[src/rtl/cpu_pkg.sv]
// Shared definitions for the LEGv8 instruction path: the command op encoding seen by the
// program loader and the 11-bit opcode constants that the control decoder recognises.
package cpu_pkg;

  // Loader command ops (3-bit in_op field).
  typedef enum logic [2:0] {
    OP_ADD     = 3'd0,
    OP_SUB     = 3'd1,
    OP_AND     = 3'd2,
    OP_ORR     = 3'd3,
    OP_LDUR    = 3'd4,
    OP_STUR    = 3'd5,
    OP_HALT    = 3'd6,
    OP_ILLEGAL = 3'd7
  } op_e;

  // 11-bit opcodes occupying instruction bits [31:21].
  localparam logic [10:0] OPC_ADD  = 11'h458;
  localparam logic [10:0] OPC_SUB  = 11'h658;
  localparam logic [10:0] OPC_AND  = 11'h450;
  localparam logic [10:0] OPC_ORR  = 11'h550;
  localparam logic [10:0] OPC_LDUR = 11'h7C2;
  localparam logic [10:0] OPC_STUR = 11'h7C0;
  localparam logic [10:0] OPC_HALT = 11'h7FF;

endpackage

[src/rtl/inst_pack.sv]
// Combinational instruction packer: op + register/offset fields -> {legal, 32-bit word}.
// Ports:
//   i_op    command op (cpu_pkg::op_e encoding)
//   i_rd    Rd (R-format) / Rt (D-format)
//   i_rn    Rn
//   i_rm    Rm (R-format only)
//   i_dt    DT_address (D-format only)
//   o_legal op is one the control decoder understands
//   o_word  packed instruction word (zero when illegal)
module inst_pack
  import cpu_pkg::*;
(
  input  logic [2:0]  i_op,
  input  logic [4:0]  i_rd,
  input  logic [4:0]  i_rn,
  input  logic [4:0]  i_rm,
  input  logic [8:0]  i_dt,
  output logic        o_legal,
  output logic [31:0] o_word
);

  always_comb begin
    o_legal = 1'b1;
    o_word  = '0;
    unique case (i_op)
      OP_ADD:  o_word = {OPC_ADD,  i_rm, 6'b0, i_rn, i_rd};
      OP_SUB:  o_word = {OPC_SUB,  i_rm, 6'b0, i_rn, i_rd};
      OP_AND:  o_word = {OPC_AND,  i_rm, 6'b0, i_rn, i_rd};
      OP_ORR:  o_word = {OPC_ORR,  i_rm, 6'b0, i_rn, i_rd};
      OP_LDUR: o_word = {OPC_LDUR, i_dt, 2'b00, i_rn, i_rd};
      OP_STUR: o_word = {OPC_STUR, i_dt, 2'b00, i_rn, i_rd};
      OP_HALT: o_word = {OPC_HALT, 21'b0};
      default: o_legal = 1'b0;
    endcase
  end

endmodule

[src/rtl/cpu_inst_encoder.sv]
// Program loader: accepts mnemonic-level commands, packs them into LEGv8 words and streams
// (address, word) beats to the instruction-memory writer through a 1-deep output register.
// Ports:
//   clk, rst_n            clock, asynchronous active-low reset
//   start                 begin a new program (honoured in IDLE and DONE only)
//   in_valid/in_ready     command handshake; in_op/in_rd/in_rn/in_rm/in_dt are the fields
//   out_valid/out_ready   beat handshake; out_addr/out_inst are the beat payload
//   done                  HALT beat written, program complete
//   err                   sticky illegal-op / capacity-overflow flag since the last start
//   count                 instructions emitted since start (saturates at MAX_INST)
module cpu_inst_encoder
  import cpu_pkg::*;
#(
  parameter int unsigned ADDR_W    = 8,
  parameter int unsigned BASE_ADDR = 0,
  parameter int unsigned MAX_INST  = 64
) (
  input  logic              clk,
  input  logic              rst_n,
  input  logic              start,
  input  logic              in_valid,
  output logic              in_ready,
  input  logic [2:0]        in_op,
  input  logic [4:0]        in_rd,
  input  logic [4:0]        in_rn,
  input  logic [4:0]        in_rm,
  input  logic [8:0]        in_dt,
  output logic              out_valid,
  input  logic              out_ready,
  output logic [ADDR_W-1:0] out_addr,
  output logic [31:0]       out_inst,
  output logic              done,
  output logic              err,
  output logic [6:0]        count
);

  localparam logic [ADDR_W-1:0] BaseAddr = ADDR_W'(BASE_ADDR);
  localparam logic [6:0]        MaxCount = 7'(MAX_INST);
  localparam logic [6:0]        LastSlot = 7'(MAX_INST - 1);

  typedef enum logic [1:0] {StIdle, StLoad, StDone} state_e;

  state_e            r_state;
  logic [ADDR_W-1:0] r_next_addr;
  logic [6:0]        r_count;
  logic              r_err;
  logic              r_done;
  logic              r_halt_pend;
  logic              r_out_valid;
  logic [ADDR_W-1:0] r_out_addr;
  logic [31:0]       r_out_inst;

  logic        w_legal;
  logic [31:0] w_word;
  logic        w_drain;
  logic        w_accept;
  logic        w_restart;
  logic        w_is_halt;

  inst_pack u_inst_pack (
    .i_op    (in_op),
    .i_rd    (in_rd),
    .i_rn    (in_rn),
    .i_rm    (in_rm),
    .i_dt    (in_dt),
    .o_legal (w_legal),
    .o_word  (w_word)
  );

  assign w_drain   = r_out_valid && out_ready;
  // A draining beat frees the register in the same cycle, so accept can overlap the drain.
  assign in_ready  = (r_state == StLoad) && !r_halt_pend && (!r_out_valid || out_ready);
  assign w_accept  = in_valid && in_ready;
  assign w_restart = start && (r_state != StLoad);
  assign w_is_halt = (in_op == OP_HALT);

  always_ff @(posedge clk or negedge rst_n) begin
    if (!rst_n) begin
      r_state     <= StIdle;
      r_next_addr <= BaseAddr;
      r_count     <= '0;
      r_err       <= 1'b0;
      r_done      <= 1'b0;
      r_halt_pend <= 1'b0;
      r_out_valid <= 1'b0;
      r_out_addr  <= BaseAddr;
      r_out_inst  <= '0;
    end else if (w_restart) begin
      r_state     <= StLoad;
      r_next_addr <= BaseAddr;
      r_count     <= '0;
      r_err       <= 1'b0;
      r_done      <= 1'b0;
      r_halt_pend <= 1'b0;
    end else if (r_state == StLoad) begin
      if (w_drain) begin
        r_out_valid <= 1'b0;
      end
      if (w_accept) begin
        if (w_legal) begin
          r_out_valid <= 1'b1;
          r_out_addr  <= r_next_addr;
          r_out_inst  <= w_word;
          r_next_addr <= r_next_addr + ADDR_W'(4);
          if (r_count != MaxCount) begin
            r_count <= r_count + 7'd1;
          end
          if (w_is_halt) begin
            r_halt_pend <= 1'b1;
          end else if (r_count == LastSlot) begin
            // Last slot is reserved for HALT: keep the word, flag it, and close the program.
            r_err       <= 1'b1;
            r_halt_pend <= 1'b1;
          end
        end else begin
          r_err <= 1'b1;
        end
      end
      // in_ready is low while halt_pend, so this drain is always the final beat.
      if (r_halt_pend && w_drain) begin
        r_state     <= StDone;
        r_done      <= 1'b1;
        r_halt_pend <= 1'b0;
      end
    end
  end

  assign out_valid = r_out_valid;
  assign out_addr  = r_out_addr;
  assign out_inst  = r_out_inst;
  assign done      = r_done;
  assign err       = r_err;
  assign count     = r_count;

endmodule

[config.mk]
export PLATFORM = sky130hd
export DESIGN_NAME = cpu_inst_encoder
export DESIGN_NICKNAME = d
export VERILOG_FILES = /design/src/rtl/cpu_pkg.sv /design/src/rtl/inst_pack.sv /design/src/rtl/cpu_inst_encoder.sv
export SDC_FILE = /design/constraint.sdc
export NUM_CORES = 1
export LEC_CHECK = 0
export ABC_AREA = 1
export BUFFER_PORTS_ARGS = -buffer_cell sky130_fd_sc_hd__buf_2
export CAP_MARGIN = 25
export CORE_MARGIN = 2
export CORE_UTILIZATION = 54
export DETAILED_ROUTE_END_ITERATION = 7
export PLACE_DENSITY = 0.88
export SYNTH_ARGS = -nofsm -noshare
export SYNTH_HDL_FRONTEND = slang
export SYNTH_SLANG_ARGS = --single-unit
[constraint.sdc]
create_clock -name clk -period 3.5 [get_ports clk]
set_clock_uncertainty 0.1 [all_clocks]
set_input_delay 0.35 -clock clk [delete_from_list [all_inputs] [get_ports clk]]
set_output_delay 0.35 -clock clk [all_outputs]
set_load 0.005 [all_outputs]
==> results of run 1 <==
-- worst min-delay path: cells and delay by family --
family                 cells  cell delay (ns)
and+or+nand+nor            1             0.07
AOI/OAI and AO/OA          1             0.06
buffers and inverters      1             0.09
-- logic make-up (layout without fill, tap and decap cells) --
family / count (synthesis) / after routing / share of synthesized area [%]
simple gates: 141 / 141 / 24.7
flops: 51 / 51 / 51.4
compound gates: 50 / 50 / 11.4
buf+inv: 43 / 115 / 8.67
xor+xnor: 6 / 6 / 2.12
fa+ha+maj: 3 / 3 / 1.51
other cells: 1 / 4 / 0.151
-- cell type report --
class / count / share of cell area [%]
clock buffer: 6 / 2.79
sequential: 51 / 43.1
timing repair buffer: 80 / 14.2
inverter: 27 / 3.42
clock inverter: 2 / 0.549
multi-input combinational: 204 / 33.8
tap: 52 / 2.20
-- metal layers --
metal  up-vias  share of wire, %  wire (um)
li1       1088                 -          -
met1      1036                44       2300
met2        83                46       2390
met3         6               8.5        443
met4         0               1.5         80
met5         -                 0          0
-- power by group through the flow --
stage	Combinational (mW)	Sequential [mW]	Clock, mW
CTS	0.825	0.959	0.370
floorplan	0.512	0.977	0
global placement	0.792	0.961	0
global route	0.927	0.997	0.392
detailed placement	0.822	0.970	0
finish	0.815	0.960	0.359
-- synth_stat cells (2+ instances only) --
| cell | count |
|---|---|
| nor2_1 | 15 |
| nand2_1 | 89 |
| nand2_2 | 3 |
| nand3_1 | 22 |
| o21ai_1 | 5 |
| dfrtp_1 | 51 |
| a21oi_1 | 6 |
| o21ai_2 | 4 |
| buf_4 | 8 |
| nor2_4 | 2 |
| ha_1 | 3 |
| clkbuf_1 | 2 |
| xor2_1 | 6 |
| nand4_1 | 6 |
| buf_2 | 4 |
| a22oi_1 | 5 |
| inv_1 | 27 |
| o21ai_0 | 28 |
-- registers in the layout (all words and copies together), names as in the netlist --
register     count
out_addr         6
out_inst        27
count            7
r_next_addr      6
r_state          2
err              1
r_halt_pend      1
out_valid        1
-- final timing paths --
kind / start / to / slack [ns] / depth (start not counted)
max: r_state[1]$_DFFE_PN0P_ / out_addr[2]$_DFFE_PN0P_ / 1.59 / 5
max reg2reg: r_state[1]$_DFFE_PN0P_ / out_addr[2]$_DFFE_PN0P_ / 1.59 / 5
min in group asynchronous: rst_n / out_inst[7]$_DFFE_PN0P_ / 0.45 / 2
min: in_dt[3] / out_inst[15]$_DFFE_PN0P_ / 0.19 / 3
min reg2reg: out_addr[3]$_DFFE_PN0P_ / out_addr[3]$_DFFE_PN0P_ / 0.39 / 2
max in group asynchronous: rst_n / out_inst[26]$_DFFE_PN0P_ / 2.32 / 3
-- what timing repair did --
| item | 4_1_cts | 5_1_grt |
|---|---|---|
| hold buffers | 1 | 0 |
| endpoints found under the hold margin | 22 | 0 |
| resized for setup | 0 | 0 |
==> results.sh, run 1 <==
export IMPL_cts_setup_buffers=0
export IMPL_antenna_left=0
export IMPL_synthFlopType="dfrtp_1"
export IMPL_worstMarginPinSlew_ns=0.852
export IMPL_core_area_mm2=0.00438
export IMPL_ir_drop_mv=0.393
export IMPL_cts_reportedPaths_clkPinSlew_ns=0.09
export IMPL_synth_yosys_seq_area_share_pct=51.4
export IMPL_yosys_register_bits=51
export IMPL_combPwrFrac_pct=38.2
export IMPL_netlist_area_mm2=0.00248
export IMPL_fin_util_pct=67.6
export IMPL_status="completed"
export IMPL_hpwl_um=3870
export IMPL_viasPerCell=5.24
export IMPL_use_met2_pct=35.8
export IMPL_finalCritPeriodShare_pct=54.7
export IMPL_drtPass1Iterations=4
export IMPL_layout_min_cycle_time_ns=1.91
export IMPL_finalNonFillerCells=422
export IMPL_met3_usage_pct=4.64
export IMPL_async_reset_ff_share_pct=100
export IMPL_numCtsBuffers=5
export IMPL_drt_iter0_markers=126
export IMPL_clockBufferDepth=2
export IMPL_synth_top_area_share_pct=51.4
export IMPL_wirelength_um=5220
export IMPL_placedCellCount=413
export IMPL_worstSkewPairLatency_ns=0.31
export IMPL_fmax_mhz=523
export IMPL_root_buffer="clkbuf_8"
export IMPL_place_ws_ns=1.45
export IMPL_max_stage_delay_ns=0.67
export IMPL_gp_congestion=0.819
export IMPL_p_int_mw=1.30
export IMPL_grt_busiest_layer="met2"
export IMPL_worstPathArrival_ns=2.02
export IMPL_finalHoldViolCount=0
export IMPL_syn_to_final_growth_pct=19.4
export IMPL_crit_family="simple AND/OR/NAND/NOR gates"
export IMPL_nets=404
export IMPL_switchingPower_mw=0.832
export IMPL_holdWs_ns=0.188
export IMPL_multiInputGateArea_mm2=0.00100
export IMPL_postPlaceCellArea_mm2=0.00285
export IMPL_met1_usage_pct=27.8
export IMPL_dieArea_mm2=0.00515
export IMPL_crit_buf_inv=0
export IMPL_pwr_share_seq_pct=45.0
export IMPL_cp_end_kind="flip-flop"
export IMPL_setup_viol_count_final=0
export IMPL_numPortBuffers=78
export IMPL_worstPathRequired_ns=3.60
export IMPL_cts_sinks=51
export IMPL_power_switching_share_pct=39.0
export IMPL_grt_pass1_vias=2031
export IMPL_drc=0
export IMPL_min_path_type="in -> reg"
export IMPL_grt_max_degree=60
export IMPL_vias=2213
export IMPL_rows=24
export IMPL_slew_headroom_pct=43.0
export IMPL_regArea_mm2=0.00128
export IMPL_n_antenna_cell=0
export IMPL_maxCapViolCount=0
export IMPL_syn_area_per_cell_um2=8.41
export IMPL_power_leakage_nw=1.65
export IMPL_p_total_mw=2.13
export IMPL_yosys_area_top_type="dfrtp_1"
export IMPL_htreeDepth=2
export IMPL_synth_edff_count=0
export IMPL_yosys_warnings=0
export IMPL_synthTopCellsByArea="dfrtp_1, nand2_1, o21ai_0"
export IMPL_postLayoutCellArea_mm2=0.00296
export IMPL_die_w_um=71.8
export IMPL_grt_pass1_wl_um=8760
export IMPL_final_common_cell="nand2_1"
export IMPL_synth_distinct_cells=27
export IMPL_wl_per_cell_um=12.4
export IMPL_setup_ws_ns=1.59
export IMPL_final_cell_mix="nand2_1, buf_2, dfrtp_1, o21ai_0, inv_1"
export IMPL_power_density_mw_per_mm2=721
export IMPL_rsz0062_at_grt="no"
export IMPL_antenna_found_initial=0
export IMPL_start_util_pct=56.6
export IMPL_drive_gt1_share_pct=27.0
export IMPL_ios=83
export IMPL_critPathSlowestCell="nor2_1"
export IMPL_grt_overflow_total=0
export IMPL_syn_inst=295
export IMPL_track_usage_pct=21.6
export IMPL_slew_viol_final=0
export IMPL_cts_tree="done"
export IMPL_crit_path_max_fanout=14
export IMPL_die_height_um=71.8
export IMPL_clkPwrFrac_pct=16.8
export IMPL_worstSetupPathType="reg -> reg"
export IMPL_start_kind="flip-flop"
export IMPL_cp_cell_sequence="nor2_4, nand4_1, nor2_1, nand2_1, o21a_1"
export IMPL_totalNegativeSetupSlack_ns=0
export IMPL_fillers=354
No activity file was read; power rests on OpenSTA's default activity.
==> run 2, diff against run 1 <==
- ABC_AREA: 1 -> 0
- CORE_UTILIZATION: 54 -> 49
- PLACE_DENSITY: 0.88 -> 0.82
- clock period: 3.5 -> 1.82 ns (I/O delays scaled with it)
==> results.sh, run 2 <==
export IMPL_postPlaceCellArea_mm2=0.00287
export IMPL_cp_end_kind="flip-flop"
export IMPL_yosys_warnings=0
export IMPL_hpwl_um=3910
export IMPL_grt_overflow_total=0
export IMPL_p_int_mw=2.80
export IMPL_wl_per_cell_um=14.0
export IMPL_r2r_cells=5
export IMPL_finalCritPeriodShare_pct=97.1
export IMPL_slew_headroom_pct=58.2
export IMPL_routed_top_layer="met4"
export IMPL_switchingPower_mw=1.59
export IMPL_maxCapViolCount=0
export IMPL_synth_common_cells="dfrtp_1, nand2_1, nor2_1, a22o_1"
export IMPL_holdWs_ns=0.0112
export IMPL_dr_wl_met3_um=398
export IMPL_worstPathArrival_ns=1.90
export IMPL_setup_worst_path_start="r_halt_pend$_DFFE_PN0P_"
export IMPL_worstSetupPathType="reg -> reg"
export IMPL_track_usage_pct=22.0
export IMPL_numPortBuffers=78
export IMPL_yosys_area_top_type="dfrtp_1"
export IMPL_numCtsBuffers=5
export IMPL_rows=24
export IMPL_finalNonFillerCells=396
export IMPL_final_common_cell="buf_2"
export IMPL_cp_cell_sequence="nor3b_2, nand4_1, buf_6, or4_1, a21oi_1"
export IMPL_largest_reg_flops=27
export IMPL_root_buffer="clkbuf_8"
export IMPL_m1WireLength_um=2340
export IMPL_antenna_left=0
export IMPL_dieArea_mm2=0.00528
export IMPL_synth_top_area_share_pct=55.3
export IMPL_die_w_um=72.7
export IMPL_crit_path_max_fanout=7
export IMPL_setup_viol_count_final=0
export IMPL_status="completed"
export IMPL_start_kind="flip-flop"
export IMPL_regToRegEndpoint="count[5]$_DFFE_PN0P_"
export IMPL_combPwrFrac_pct=43.4
export IMPL_grt_pass1_vias=1994
export IMPL_vias=2110
export IMPL_drt_iter0_markers=128
export IMPL_ir_drop_mv=0.790
export IMPL_drtPass1Iterations=4
export IMPL_postLayoutCellArea_mm2=0.00314
export IMPL_htreeDepth=2
export IMPL_rsz0062_at_grt="yes"
export IMPL_cp_endpoint="count[5]$_DFFE_PN0P_"
export IMPL_regToRegSetupSlack_ns=0.05
export IMPL_synthTopCellsByArea="dfrtp_1, nand2_1, a22o_1"
export IMPL_power_switching_share_pct=36.2
export IMPL_synthFlopType="dfrtp_1"
export IMPL_drc=0
export IMPL_yosysMostFrequentCell="dfrtp_1"
export IMPL_cts_tree="done"
export IMPL_power_leakage_nw=1.63
export IMPL_nets=378
export IMPL_cts_reportedPaths_clkPinSlew_ns=0.09
export IMPL_grt_max_degree=52
export IMPL_cts_sinks=51
export IMPL_die_height_um=72.7
export IMPL_p_total_mw=4.39
export IMPL_pwr_share_seq_pct=41.6
export IMPL_drive_gt1_share_pct=35.8
export IMPL_power_density_mw_per_mm2=1400
export IMPL_synth_yosys_seq_area_share_pct=55.3
export IMPL_start_util_pct=52.0
export IMPL_placedCellCount=374
export IMPL_reg2reg_from="r_halt_pend$_DFFE_PN0P_"
export IMPL_netlist_area_mm2=0.00231
export IMPL_synth_distinct_cells=39
export IMPL_gp_congestion=0.780
export IMPL_final_cell_mix="buf_2, dfrtp_1, nand2_1, buf_4, nor2_1"
export IMPL_wirelength_um=5530
export IMPL_syn_to_final_growth_pct=36.0
export IMPL_async_reset_ff_share_pct=100
export IMPL_grt_pass1_wl_um=8990
export IMPL_clockBufferDepth=2
export IMPL_min_path_type="in -> reg"
export IMPL_viasPerCell=5.33
export IMPL_worstSkewPairLatency_ns=0.30
export IMPL_clkPwrFrac_pct=15.0
export IMPL_wl_met2_um=2700
export IMPL_finalHoldViolCount=0
export IMPL_layout_min_cycle_time_ns=1.77
export IMPL_slew_viol_final=0
export IMPL_worstMarginPinSlew_ns=0.627
export IMPL_syn_inst=234
export IMPL_ios=83
export IMPL_antenna_found_initial=0
export IMPL_syn_area_per_cell_um2=9.87
export IMPL_fmax_mhz=566
export IMPL_worstPathRequired_ns=1.96
export IMPL_critPathSlowestCell="or4_1"
export IMPL_core_area_mm2=0.00444
export IMPL_synth_edff_count=0
export IMPL_yosys_register_bits=51
export IMPL_n_antenna_cell=0
export IMPL_max_stage_delay_ns=0.51
[run 2: changes by cell type after synthesis, sizes merged, moves of 5 or more]
cell | before | now
nor2 | 18 | 23
a221oi | 0 | 5
nand3 | 23 | 10
xor2 | 6 | 0
a22oi | 5 | 0
or3 | 0 | 6
inv | 27 | 9
o21ai | 37 | 7
a22o | 0 | 11
nand2 | 93 | 44
[run 2: logic make-up after synthesis]
logic type / Yosys count / share of synthesized area, %
buffers and inverters: 26 / 5.74
XOR/XNOR: 1 / 0.379
AO/OA/AOI/OAI: 44 / 13.2
adder cells (fa/ha/maj): 3 / 1.63
other: 1 / 0.162
multiplexers: 5 / 2.22
flip-flops: 51 / 55.3
AND/OR/NAND/NOR: 103 / 21.4
[run 2: area by class of cell]
| type | instances | area (um2) |
|---|---|---|
| fill | 340 | 1300 |
| timing repair buffer | 116 | 724 |
| clock buffer | 5 | 68.8 |
| clock inverter | 3 | 25.0 |
| multi-input combinational | 160 | 948 |
| inverter | 9 | 33.8 |
| sequential | 51 | 1280 |
| tap | 52 | 65.1 |
[run 2: timing repair]
action | 4_1_cts | 5_1_grt
pin swaps | 1 | 10
resized for setup | 0 | 10
hold endpoints to repair | 63 | 0
setup buffers | 1 | 0
hold buffers | 13 | 0
endpoints found under the setup margin | 6 | 8
[run 2: worst min path at each step]
stage	start	endpoint	slack, ns	cells after the start
finish	in_rd[3]	out_inst[3]$_DFFE_PN0P_	0.01	2
global placement	rst_n	out_inst[27]$_DFFE_PN0P_	0.23	2
CTS	in_rm[2]	out_inst[18]$_DFFE_PN0P_	0.008	3
detailed placement	rst_n	out_inst[27]$_DFFE_PN0P_	0.23	2
global route	in_rd[3]	out_inst[3]$_DFFE_PN0P_	0.004	2
floorplan	rst_n	count[0]$_DFFE_PN0P_	-0.21	0
[run 2: power groups by stage]
| stage | Sequential [mW] | Combinational [mW] | Clock [mW] |
|---|---|---|---|
| floorplan | 1.89 | 0.900 | 0 |
| global placement | 1.82 | 1.75 | 0 |
| detailed placement | 1.83 | 1.82 | 0 |
| CTS | 1.82 | 1.85 | 0.680 |
| global route | 1.88 | 2.13 | 0.716 |
| finish | 1.83 | 1.91 | 0.659 |
[run 2: stage by stage]
stage	utilization (%)	setup slack (ns)	TNS [ns]
floorplan	-	0.107	0
global placement	64.6	0.0287	0
detailed placement	64.6	-0.0738	-0.173
CTS	69.8	0.0216	0
global route	70.7	-0.0278	-0.0372
finish	70.7	0.0522	0
[run 2: routing by layer]
metal | global-route usage (%) | vias to the layer above
li1 | - | 1024
met1 | 27.8 | 999
met2 | 36.9 | 78
met3 | 5.66 | 9
met4 | 7.61 | 0
met5 | 0 | -
[run 2: worst max-delay path, delay by kind of cell (launching register included)]
kind / cells / cell delay (ns)
simple gates: 3 / 0.91
buf+inv: 1 / 0.15
flops: 1 / 0.40
compound gates: 1 / 0.13
